<file path="src/rtl/led_sched_pkg.sv">
// Shared definitions for the LED flash scheduler: mode encoding, channel
// state encoding and default widths. The optional LED_SYNC_EN build adds
// the SYNC channel state.
package led_sched_pkg;

    localparam int unsigned DEF_NCH         = 4;
    localparam int unsigned DEF_CW          = 16;
    localparam int unsigned DEF_PRESCALE    = 1024;
    localparam int unsigned DEF_BW          = 8;
    localparam int unsigned DEF_SYNC_PERIOD = 4096;

    localparam logic [1:0] MODE_OFF   = 2'd0;
    localparam logic [1:0] MODE_ON    = 2'd1;
    localparam logic [1:0] MODE_BLINK = 2'd2;
    localparam logic [1:0] MODE_BURST = 2'd3;

    typedef enum logic [1:0] {
        ST_IDLE   = 2'd0,
        ST_STEADY = 2'd1,
        ST_RUN    = 2'd2
`ifdef LED_SYNC_EN
        ,
        ST_SYNC   = 2'd3
`endif
    } chan_state_e;

endpackage

</file>
<file path="src/rtl/led_chan_fsm.sv">
// One LED channel: latched config, phase counter, remaining-burst counter,
// state machine and registered led/busy/done outputs.
// Macro LED_SYNC_EN adds sync_i and a SYNC state that waits for the frame wrap.
// Ports:
//   clk_i, rst_i       clock, synchronous active-high reset
//   we_i               config write for this channel
//   mode_i/on_i/period_i/count_i  config payload
//   tick_i             shared time-base tick
//   sync_i             frame-wrap pulse (LED_SYNC_EN only)
//   led_o, busy_o, done_o  registered channel outputs
module led_chan_fsm
    import led_sched_pkg::*;
#(
    parameter int unsigned CW = DEF_CW,
    parameter int unsigned BW = DEF_BW
) (
    input  logic          clk_i,
    input  logic          rst_i,
    input  logic          we_i,
    input  logic [1:0]    mode_i,
    input  logic [CW-1:0] on_i,
    input  logic [CW-1:0] period_i,
    input  logic [BW-1:0] count_i,
    input  logic          tick_i,
`ifdef LED_SYNC_EN
    input  logic          sync_i,
`endif
    output logic          led_o,
    output logic          busy_o,
    output logic          done_o
);

    chan_state_e   state_q;
    logic [CW-1:0] t_q;
    logic [CW-1:0] p_q;
    logic [CW-1:0] cnt_q;
    logic [BW-1:0] rem_q;
    logic          burst_q;
    logic          fin_q;
    logic          led_q;
    logic          busy_q;
    logic          done_q;
    logic          led_c;
    logic          busy_c;

    // Output decode from the current state; registered below, so outputs
    // trail the state/counter update by one clk.
    always_comb begin
        led_c  = 1'b0;
        busy_c = 1'b0;
        case (state_q)
            ST_STEADY: led_c = 1'b1;
            ST_RUN: begin
                led_c  = (cnt_q < t_q);
                busy_c = 1'b1;
            end
`ifdef LED_SYNC_EN
            ST_SYNC: busy_c = 1'b1;
`endif
            default: ;
        endcase
    end

    // Channel state machine; a write always takes priority over a tick.
    always_ff @(posedge clk_i) begin
        if (rst_i) begin
            state_q <= ST_IDLE;
            t_q     <= '0;
            p_q     <= '0;
            cnt_q   <= '0;
            rem_q   <= '0;
            burst_q <= 1'b0;
            fin_q   <= 1'b0;
            led_q   <= 1'b0;
            busy_q  <= 1'b0;
            done_q  <= 1'b0;
        end else begin
            fin_q  <= 1'b0;
            led_q  <= led_c;
            busy_q <= busy_c;
            // fin_q marks the burst-end state update; delaying it aligns
            // done with the clk where busy falls and led is forced low.
            done_q <= fin_q;
            if (we_i) begin
                t_q     <= on_i;
                p_q     <= (period_i == '0) ? CW'(1) : period_i;
                burst_q <= (mode_i == MODE_BURST);
                cnt_q   <= '0;
                rem_q   <= count_i;
                case (mode_i)
                    MODE_OFF: state_q <= ST_IDLE;
                    MODE_ON:  state_q <= ST_STEADY;
                    default: begin
                        if ((mode_i == MODE_BURST) && (count_i == '0)) begin
                            // Empty burst finishes without ever lighting.
                            state_q <= ST_IDLE;
                            fin_q   <= 1'b1;
                        end else begin
`ifdef LED_SYNC_EN
                            state_q <= ST_SYNC;
`else
                            state_q <= ST_RUN;
`endif
                        end
                    end
                endcase
            end else begin
                case (state_q)
                    ST_RUN: begin
                        if (tick_i) begin
                            if (cnt_q == (p_q - CW'(1))) begin
                                cnt_q <= '0;
                                if (burst_q) begin
                                    if (rem_q == BW'(1)) begin
                                        state_q <= ST_IDLE;
                                        fin_q   <= 1'b1;
                                    end else begin
                                        rem_q <= rem_q - BW'(1);
                                    end
                                end
                            end else begin
                                cnt_q <= cnt_q + CW'(1);
                            end
                        end
                    end
`ifdef LED_SYNC_EN
                    ST_SYNC: begin
                        if (sync_i) begin
                            state_q <= ST_RUN;
                            cnt_q   <= '0;
                        end
                    end
`endif
                    default: ;
                endcase
            end
        end
    end

    assign led_o  = led_q;
    assign busy_o = busy_q;
    assign done_o = done_q;

endmodule

</file>
<file path="src/rtl/led_flash_sched.sv">
// Multi-channel LED blink scheduler: shared tick prescaler, config write
// decode and NCH per-channel flash FSMs.
// Macro LED_SYNC_EN adds a global frame counter (SYNC_PERIOD ticks) that
// releases blinking channels together at each frame wrap.
// Ports:
//   clk_i, rst_i       clock, synchronous active-high reset
//   cfg_we_i, cfg_ch_i config write strobe and target channel (>= NCH ignored)
//   cfg_mode_i, cfg_on_i, cfg_period_i, cfg_count_i  config payload
//   tick_o             one-clk time-base pulse
//   led_o, busy_o, done_o  per-channel registered outputs
module led_flash_sched
    import led_sched_pkg::*;
#(
    parameter int unsigned NCH         = DEF_NCH,
    parameter int unsigned CW          = DEF_CW,
    parameter int unsigned PRESCALE    = DEF_PRESCALE,
    parameter int unsigned BW          = DEF_BW,
    parameter int unsigned SYNC_PERIOD = DEF_SYNC_PERIOD,
    localparam int unsigned CHW        = (NCH > 1) ? $clog2(NCH) : 1
) (
    input  logic           clk_i,
    input  logic           rst_i,
    input  logic           cfg_we_i,
    input  logic [CHW-1:0] cfg_ch_i,
    input  logic [1:0]     cfg_mode_i,
    input  logic [CW-1:0]  cfg_on_i,
    input  logic [CW-1:0]  cfg_period_i,
    input  logic [BW-1:0]  cfg_count_i,
    output logic           tick_o,
    output logic [NCH-1:0] led_o,
    output logic [NCH-1:0] busy_o,
    output logic [NCH-1:0] done_o
);

    localparam int unsigned PW = (PRESCALE > 1) ? $clog2(PRESCALE) : 1;

    // Elaboration-time parameter sanity check.
    if ((NCH < 1) || (NCH > 8) || (PRESCALE < 1) || (SYNC_PERIOD < 1)) begin : g_param_chk
        $error("led_flash_sched: parameter out of range");
    end

    logic [PW-1:0]  pre_q;
    logic [PW-1:0]  pre_d;
    logic           tick_q;
    logic [NCH-1:0] we_c;

    // Prescaler; tick is registered from the next count so it is high
    // exactly while the count sits at PRESCALE-1, and low in reset.
    always_comb begin
        pre_d = (pre_q == PW'(PRESCALE - 1)) ? '0 : pre_q + PW'(1);
    end

    always_ff @(posedge clk_i) begin
        if (rst_i) begin
            pre_q  <= '0;
            tick_q <= 1'b0;
        end else begin
            pre_q  <= pre_d;
            tick_q <= (pre_d == PW'(PRESCALE - 1));
        end
    end

    // Write decode; channel numbers with no matching instance select nothing.
    always_comb begin
        we_c = '0;
        for (int i = 0; i < NCH; i++) begin
            we_c[i] = cfg_we_i && (cfg_ch_i == CHW'(i));
        end
    end

`ifdef LED_SYNC_EN
    localparam int unsigned FW = (SYNC_PERIOD > 1) ? $clog2(SYNC_PERIOD) : 1;

    logic [FW-1:0] frame_q;
    logic          frame_wrap_c;

    assign frame_wrap_c = tick_q && (frame_q == FW'(SYNC_PERIOD - 1));

    // Global frame counter in ticks.
    always_ff @(posedge clk_i) begin
        if (rst_i) begin
            frame_q <= '0;
        end else if (tick_q) begin
            frame_q <= frame_wrap_c ? '0 : frame_q + FW'(1);
        end
    end
`endif

    for (genvar g = 0; g < NCH; g++) begin : g_ch
        led_chan_fsm #(
            .CW (CW),
            .BW (BW)
        ) u_chan (
            .clk_i    (clk_i),
            .rst_i    (rst_i),
            .we_i     (we_c[g]),
            .mode_i   (cfg_mode_i),
            .on_i     (cfg_on_i),
            .period_i (cfg_period_i),
            .count_i  (cfg_count_i),
            .tick_i   (tick_q),
`ifdef LED_SYNC_EN
            .sync_i   (frame_wrap_c),
`endif
            .led_o    (led_o[g]),
            .busy_o   (busy_o[g]),
            .done_o   (done_o[g])
        );
    end

    assign tick_o = tick_q;

endmodule
</file>
<file path="config.mk">
export PLATFORM = sky130hd
export DESIGN_NAME = led_flash_sched
export DESIGN_NICKNAME = d
export VERILOG_FILES = /design/src/rtl/led_sched_pkg.sv /design/src/rtl/led_chan_fsm.sv /design/src/rtl/led_flash_sched.sv
export SDC_FILE = /design/constraint.sdc
export NUM_CORES = 1
export LEC_CHECK = 0
export ABC_AREA = 1
export ABC_CLOCK_PERIOD_IN_PS = 2500
export CELL_PAD_IN_SITES_DETAIL_PLACEMENT = 2
export CELL_PAD_IN_SITES_GLOBAL_PLACEMENT = 2
export CORE_ASPECT_RATIO = 0.9
export CORE_UTILIZATION = 35
export CTS_BUF_LIST = sky130_fd_sc_hd__clkbuf_16
export CTS_CLUSTER_DIAMETER = 50
export DETAILED_ROUTE_END_ITERATION = 10
export PLACE_DENSITY = 0.85
export SLEW_MARGIN = 20
export SYNTH_ARGS = -nofsm -noshare
export SYNTH_HDL_FRONTEND = slang
export SYNTH_HIERARCHICAL = 1
export SYNTH_SLANG_ARGS = --single-unit
</file>
<file path="constraint.sdc">
create_clock -name clk_i -period 2.5 [get_ports clk_i]
set_clock_uncertainty 0.15 [all_clocks]
set_input_delay 0.25 -clock clk_i [delete_from_list [all_inputs] [get_ports clk_i]]
set_output_delay 0.25 -clock clk_i [all_outputs]
set_load 0.005 [all_outputs]
</file>
==> flow_summary.ini <==
[grt]
grt_pass1_vias = 20428
use_met1_pct = 38.4
grt.total_usage_pct = 31.4
grt_max_degree = 39
overflow = 0
busiest_layer = met2
grt_pass1_wl_um = 118000
met3_usage_pct = 5.46
antenna_found_initial = 2
met2_usage_pct = 54.6

[sta]
hold_viol_final = 0
finalWorstSetupSlack_ns = -0.158
setup_tns_ns = -3.44
slew_headroom_pct = 46.6
setup_viol = 54
fmax_ghz = 0.376
final.period_utilization_pct = 106
layout_min_cycle_time_ns = 2.66
rsz0062_at_grt = yes
worst_pin_slew_ns = 0.799
drv_slew = 0

[drt]
avgRoutedWirePerCell_um = 28.3
drt_first_pass_iters = 7
drc = 0
drtAntennaViolNets = 0
drtIter0Drc = 1497
num_vias = 19282
via_per_inst = 5.86
finalWirelength_um = 93300

[placed_design]
place_congestion = 0.900
numPortBuffers = 59
postPlaceCellArea_mm2 = 0.0189
hpwl_um = 54600
place_inst = 3192

[setup_path]
critPathKind = reg -> reg
crit_required_ns = 2.86
end_kind = register
critPathMaxFanout = 8
r2r_start = g_ch[2].u_chan/p_q[8]
cp-startpoint = g_ch[2].u_chan/p_q[8]
cp-start-kind = register
arrival_ns = 3.02

[floorplan]
row_count = 75
initial_utilization_pct = 35.7
coreArea_mm2 = 0.0470
fp.dieH_um = 210
die_w_um = 233
dieArea_mm2 = 0.0488
io_pins = 60

[logic_synthesis]
synth-seq-area-share_pct = 31.4
ys_ff_latch = 263
synth_most_common_cell = nand2_1
synth_warnings = 6
synth_cell_types = 44
synth_cells = 2456
postSynthAreaPerCell_um2 = 6.84
syn_area_mm2 = 0.0168
synth_edf_count = 0
synthArstFlopShare_pct = 0
synth_top_cells_by_count = nand2_1 (529), inv_1 (339), dfxtp_1 (263)
netlist.area_leader.share_pct = 31.4
synth_top_cells_by_area = dfxtp_1 (31%), nand2_1 (12%), inv_1 (7.6%)
synth_top_cell_by_area = dfxtp_1
syn_nets = 2589
ys.flop_type = dfxtp_1

[cts]
tritoncts = yes
cts_max_level = 2
cts_num_sinks = 263
cts_inserted_buffers = 41
cts-root-buf = clkbuf_16
worstSkewPairLatency_ns = 0.60
clkSlewWorstSetupHoldPaths_ns = 0.06
cts_buffer_depth = 3

[layout]
layout-drive-gt1-share_pct = 18.4
final_cell_area_mm2 = 0.0208
multiInputGateArea_mm2 = 0.0102
final_cells = 3293
num-nets-final = 2781
n_antenna_cell = 0
fillers = 5491
syn_to_final_growth_pct = 23.9
seq_area_mm2 = 0.00528

[status]
violations = setup timing
outcome = finished, violations left

[job]
cap_viol_max_count = 0

[power]
p_per_area_mw_per_mm2 = 608
max-vdd-ir-drop_mv = 0.473
power_leakage_nw = 9.46

[worst_hold_path]
hold_class = reg -> reg
hold_start = g_ch[3].u_chan/fin_q
[power by group]
part	switching, W	leakage [nW]	internal (W)	total [W]
logic	0.00157	6.64	0.000684	0.00225
clock network	0.00247	0.680	0.00354	0.00602
registers	0.0000942	2.13	0.00428	0.00437
[state kept, by name, indices dropped and copies added, names as in the netlist]
signal / count
g_ch.u_chan/t_q: 64
tick_o: 1
g_ch.u_chan/done_o: 4
g_ch.u_chan/burst_q: 4
g_ch.u_chan/led_o: 4
pre_q: 10
g_ch.u_chan/busy_o: 4
g_ch.u_chan/rem_q: 32
g_ch.u_chan/cnt_q: 64
g_ch.u_chan/fin_q: 4
g_ch.u_chan/state_q: 8
g_ch.u_chan/p_q: 64
[logic make-up after synthesis]
| group | Yosys count | share of synthesized area (%) |
|---|---|---|
| compound gates | 323 | 11.1 |
| mux | 12 | 0.715 |
| buf+inv | 435 | 10.0 |
| xor+xnor | 106 | 5.53 |
| simple gates | 1231 | 34.8 |
| fa+ha+maj | 86 | 6.41 |
| flops | 263 | 31.4 |
[critical path, stage by stage, from the launching register on]
cell and delay (ns):
dfxtp_1 0.43, nor2_4 0.24, nand2_1 0.14, nor2_2 0.20, nand3_1 0.12, nand2_1 0.09, nand2_1 0.12, inv_1 0.12
nand2_1 0.12, nor2_4 0.15, nand2_2 0.10, nand2_4 0.15, nand3_4 0.13, nand2_1 0.11, inv_1 0.05, nor2_1 0.14
[area by class of cell]
cell class | instances | share of cell area (%)
Inverter | 387 | 6.99
Sequential cell | 263 | 25.4
Clock inverter | 29 | 1.28
Tap cell | 616 | 3.70
Timing Repair Buffer | 193 | 8.28
Clock buffer | 43 | 5.17
Multi-Input combinational cell | 1762 | 49.2
[layer usage]
metal / up-vias / wire length [µm]
met4: 4 / 5220
met2: 872 / 45300
li1: 8326 / -
met1: 9718 / 36600
met5: - / 27
met3: 362 / 6240
[per-stage QoR]
step           setup slack (ns)  total power [W]  hold slack [ns]  utilization [%]
2_1_floorplan             0.321          0.00553            0.167                -
3_3_place_gp              0.104          0.00619            0.264             40.2
3_5_place_dp             -0.103          0.00631            0.262             40.2
4_1_cts                 0.00395           0.0122            0.276             43.2
5_1_grt                  -0.266           0.0130            0.299             44.3
6_report                 -0.158           0.0126            0.267             44.3
[placed cells by master, fill, tap and decap left out, types with 42 or more instances in the layout]
master / Yosys / routed
clkdlybuf4s50_1: 0 / 58
nor2_1: 214 / 183
xor2_1: 81 / 80
nand2_1: 529 / 515
clkbuf_16: 0 / 43
o21ai_0: 161 / 159
inv_2: 36 / 42
ha_1: 86 / 81
nor2_2: 57 / 77
nand2_2: 71 / 84
a21oi_1: 80 / 80
dfxtp_1: 263 / 251
inv_1: 339 / 338
nand3_1: 179 / 173
buf_4: 0 / 122
[what timing repair did]
item	4_1_cts	5_1_grt
hold buffers	1	0
pin swaps	1	48
hold endpoints to repair	6	0
setup buffers	0	23
endpoints found under the setup margin	27	104
gates resized for setup	7	103
cloned	3	2
[final timing paths]
path	end	slack, ns	depth (start not counted)
min reg2reg	g_ch[3].u_chan/done_o	0.27	2
max reg2reg	g_ch[2].u_chan/rem_q[0]	-0.16	15
min	g_ch[3].u_chan/done_o	0.27	2
max	g_ch[2].u_chan/rem_q[0]	-0.16	15
(Power assumes the default switching activity.)
